## config.mk

```make
export PLATFORM = sky130hd
export DESIGN_NAME = add4_accumulator
export DESIGN_NICKNAME = d
export VERILOG_FILES = /design/src/rtl/add4_accumulator.sv
export SDC_FILE = /design/constraint.sdc
export NUM_CORES = 1
export LEC_CHECK = 0
export ABC_AREA = 0
export CORE_MARGIN = 5
export CORE_UTILIZATION = 44
export CTS_BUF_LIST = sky130_fd_sc_hd__clkbuf_8 sky130_fd_sc_hd__clkbuf_16
export DETAILED_ROUTE_END_ITERATION = 6
export GPL_TIMING_DRIVEN = 0
export PLACE_DENSITY = 0.81
export SYNTH_ARGS = -nofsm -noshare
export SYNTH_HDL_FRONTEND = slang
export SYNTH_SLANG_ARGS = --single-unit
```

## constraint.sdc

```tcl
create_clock -name clk -period 2.25 [get_ports clk]
set_clock_uncertainty 0.05 [all_clocks]
set_input_delay 0.3375 -clock clk [delete_from_list [all_inputs] [get_ports clk]]
set_output_delay 0.3375 -clock clk [all_outputs]
set_load 0.01 [all_outputs]
```

## src/rtl/add4_accumulator.sv

```systemverilog
// add4_accumulator
//   Sequencing and result register stage around an external, purely
//   combinational 4-bit carry-lookahead adder. Accepts COUNT operands over a
//   valid/ready handshake and feeds the adder from registers: A comes from the
//   accumulator and B from the operand register. Each sum is captured back
//   into the accumulator, with a sticky carry flag. The batch total is then
//   offered downstream over a second valid/ready handshake.
//
//   Optional build macro: SATURATE_EN clamps the running total at 4'hF
//   instead of letting it wrap modulo 16. The carry flag is sticky in both
//   builds.
//
// Ports
//   clk        in   rising-edge clock
//   rst_n      in   asynchronous active-low reset
//   in_valid   in   operand present
//   in_data    in   [3:0] operand value
//   in_ready   out  block can accept an operand
//   add_a      out  [3:0] adder A inputs (accumulator register, bit 0 = A1)
//   add_b      out  [3:0] adder B inputs (operand register, bit 0 = B1)
//   add_s      in   [4:0] adder s0..s4, bit 4 is the carry-out
//   out_valid  out  batch result valid
//   out_data   out  [3:0] batch result
//   out_carry  out  sticky carry-out seen during the batch
//   out_ready  in   downstream accepts the result
//   busy       out  a batch is in progress
module add4_accumulator #(
  parameter int unsigned COUNT = 4
) (
  input  logic       clk,
  input  logic       rst_n,
  input  logic       in_valid,
  input  logic [3:0] in_data,
  output logic       in_ready,
  output logic [3:0] add_a,
  output logic [3:0] add_b,
  input  logic [4:0] add_s,
  output logic       out_valid,
  output logic [3:0] out_data,
  output logic       out_carry,
  input  logic       out_ready,
  output logic       busy
);

  localparam logic [3:0] COUNT_W = 4'(COUNT);

  typedef enum logic [1:0] {IDLE, SUM, DONE} state_t;

  state_t     state;
  state_t     state_nxt;
  logic [3:0] acc;
  logic [3:0] opnd;
  logic [3:0] cnt;
  logic       carry;
  logic [3:0] sum_val;
  logic       accept;

  // State register
  always_ff @(posedge clk or negedge rst_n) begin
    if (!rst_n) state <= IDLE;
    else        state <= state_nxt;
  end

  // Next-state logic
  always_comb begin
    state_nxt = state;
    unique case (state)
      IDLE:    if (in_valid) state_nxt = SUM;
      SUM:     state_nxt = (cnt == COUNT_W) ? DONE : IDLE;
      DONE:    if (out_ready) state_nxt = IDLE;
      default: state_nxt = IDLE;
    endcase
  end

  // Output logic
  always_comb begin
    in_ready  = 1'b0;
    out_valid = 1'b0;
    out_data  = '0;
    out_carry = 1'b0;
    unique case (state)
      IDLE: in_ready = 1'b1;
      SUM:  ;
      DONE: begin
        out_valid = 1'b1;
        out_data  = acc;
        out_carry = carry;
      end
      default: ;
    endcase
  end

  assign accept = in_valid && in_ready;
  assign busy   = (cnt != '0) || (state != IDLE);
  assign add_a  = acc;
  assign add_b  = opnd;

  // Value written into the accumulator in SUM
`ifdef SATURATE_EN
  always_comb begin
    sum_val = add_s[3:0];
    if (add_s[4] || (acc == 4'hF)) sum_val = 4'hF;
  end
`else
  assign sum_val = add_s[3:0];
`endif

  // Datapath registers
  always_ff @(posedge clk or negedge rst_n) begin
    if (!rst_n) begin
      acc   <= '0;
      opnd  <= '0;
      cnt   <= '0;
      carry <= 1'b0;
    end else begin
      if (accept) begin
        opnd <= in_data;
        cnt  <= cnt + 4'd1;
      end
      if (state == SUM) begin
        acc   <= sum_val;
        carry <= carry | add_s[4];
      end
      if ((state == DONE) && out_ready) begin
        acc   <= '0;
        carry <= 1'b0;
        cnt   <= '0;
      end
    end
  end

endmodule

```

==> impl_metrics.yaml <==
floorplanning:
  placeableCoreArea_um2: 1520
  die_h_um: 50.3
  row_count: 14
  boundaryPins: 29
  die-area_um2: 2530
  die_x_um: 50.3
  initial_core_util_pct: 47.0
logic_synthesis:
  ys.flop_type: "dfrtp_1"
  ys_ff_latch: 15
  yosys_warnings: 0
  synth_area_per_cell_um2: 9.54
  yosysTopAreaCellShare_pct: 52.4
  synth_top_cell_by_area: "dfrtp_1"
  synth_area_leaders: "dfrtp_1, nand2_1, mux2i_1, and2_1, nor2_1"
  syn_inst: 75
  synth_fp_nets: 90
  syn_area_um2: 716
  synth_edf_count: 0
  netlist_top_cells_count: "dfrtp_1, nand2_1, nor2_1, and2_1, inv_1"
  ys_seq_area_share_pct: 52.4
  ys_async_sr_fraction_pct: 100
  yosysUniqueCellTypes: 22
clock_tree:
  post_cts_buffers: 0
  cts.sinks: 15
  tritoncts: "yes"
  ctsRootBufferMaster: "clkbuf_8"
  cts_resized: 0
  cts_buffers: 3
  hold_buffers: 0
  cts_buffer_depth: 2
  cts.clk_slew.worst_paths_ns: 0.06
  cts_max_level: 1
  clkLatencyLatePin_ns: 0.24
timing:
  slew_violations: 0
  fin_tns_setup_ns: 0
  setup-violations-final: 0
  rsz0062_at_grt: "no"
  relSlewSlack_pct: 56.5
  worst_pin_slew_ns: 0.650
  layout_min_cycle_time_ns: 2.08
  min_period_over_period_pct: 92.4
  final_hold_viol_count: 0
  hold_slack_ns: 0.424
  max_freq_ghz: 0.481
outcome:
  status: "complete, no violations"
detailed_routing:
  dr.pass1.iters: 4
  routed_wl_mm: 1.59
  postRouteAntennaNets: 0
  drt_iter0_drc: 6
  drc: 0
  wl_per_cell_um: 12.9
  num_vias: 602
  viasPerCell: 4.89
setup_path:
  worst_setup_path_start_kind: "flop"
  critical_path_arrival_ns: 1.69
  critical_path_class: "reg2out"
  timing.reg2reg.setup_slack_ns: 0.64
  cp_max_fo: 8
  cp.required_ns: 1.86
  worst_setup_path_end_kind: "output pin"
global_routing:
  grt.overflow.total: 0
  grt_use_total_pct: 13.6
  antenna_found_initial: 0
  grt_max_degree: 16
  grt_pass1_vias: 590
  grt_pass1_wl_mm: 2.68
placement:
  dp_cells: 119
  dp_hpwl_mm: 1.22
  routabilityCongestion: 0.735
  portBuffers: 28
  placed_cell_area_um2: 1020
cells_and_area:
  drive_above_1_share_pct: 5.61
  stdcell_count: 123
  area_growth_pct: 48.6
  num-fill-cells: 128
  nets: 123
  final_area_um2: 1060
  diodes: 0
power_and_ir_drop:
  irDropWorstVdd_v: 0.000696
  p_leak_nw: 0.492
  total_power_mw: 1.11
  cellPowerDensity_nw_per_um2: 1040
run:
  maxCapViolCount: 0
hold_path:
  hold_class: "reg2reg"
[report_power, final]
group / switching [mW] / internal [mW] / total (mW)
combinational: 0.185 / 0.252 / 0.437
sequential: 0.0907 / 0.369 / 0.460
clock: 0.0918 / 0.121 / 0.212
total: 0.367 / 0.742 / 1.11
[registers in the layout (all words and copies together), names as in the netlist]
| signal | cells |
|---|---|
| carry | 1 |
| add_b | 4 |
| add_a | 4 |
| state | 2 |
| cnt | 4 |
[worst max-delay path, stage by stage, from the launching register on]
cell	delay (ns)
dfrtp_1	0.45
nor2b_2	0.30
and2_1	0.17
clkdlybuf4s50_1	0.53
[placed cells by master, fill, tap and decap left out, types with 2 or more instances in the layout]
master | synthesis | routed
a21oi_1 | 2 | 2
and2_1 | 6 | 6
clkbuf_1 | 2 | 2
clkbuf_8 | 0 | 3
clkdlybuf4s50_1 | 0 | 28
dfrtp_1 | 15 | 15
ha_1 | 2 | 2
inv_1 | 5 | 6
mux2i_1 | 4 | 4
nand2_1 | 15 | 15
nor2_1 | 8 | 8
o21ai_0 | 3 | 3
xnor2_1 | 2 | 2
[cell families (layout without fill, tap and decap cells)]
logic type	count (synthesis)	count (layout)	synth area share (%)
DFF	15	15	52.4
adders and majority gates	2	2	3.50
and+or+nand+nor	38	38	26.9
AOI/OAI and AO/OA	6	6	4.72
xor gates and xnor gates	2	2	2.45
muxes	4	4	5.59
buffers and inverters	8	40	4.37
[routing by layer]
layer	global-route usage [%]	routed length [um]	up-vias
li1	-	-	309
met1	15.9	661	269
met2	23.4	781	22
met3	3.85	130	2
met4	5.11	12	0
met5	0	0	-
[cell type report]
| cell class | instances | area, um2 | share of cell area [%] |
|---|---|---|---|
| well taps | 16 | 20.0 | 1.88 |
| plain buffers | 3 | 12.5 | 1.18 |
| multi-input cells | 52 | 312 | 29.3 |
| clock buffers | 3 | 41.3 | 3.88 |
| clock inverters | 1 | 3.75 | 0.353 |
| inverters | 5 | 18.8 | 1.76 |
| repair buffers | 28 | 280 | 26.4 |
| flip-flops and latches | 15 | 375 | 35.3 |
[worst paths after layout]
check,from,endpoint,cells past startpoint
setup / recovery,state[1]$_DFFE_PN0P_,out_data[0],3
hold / removal,add_b[1]$_DFFE_PN0P_,add_b[1]$_DFFE_PN0P_,2
setup reg to reg,state[1]$_DFFE_PN0P_,cnt[3]$_DFFE_PN0P_,4
hold reg to reg,add_b[1]$_DFFE_PN0P_,add_b[1]$_DFFE_PN0P_,2
max in group asynchronous,rst_n,add_a[0]$_DFFE_PN0P_,1
min in group asynchronous,rst_n,carry$_DFFE_PN0P_,1
[stage by stage]
stage	utilization, %	setup WS (ns)
finish	69.8	0.171
global route	69.8	0.0745
CTS	69.6	0.0475
detailed placement	66.7	0.314
global placement	66.7	0.349
floorplan	-	0.767
Note: power is estimated with default switching activity, not from simulation.
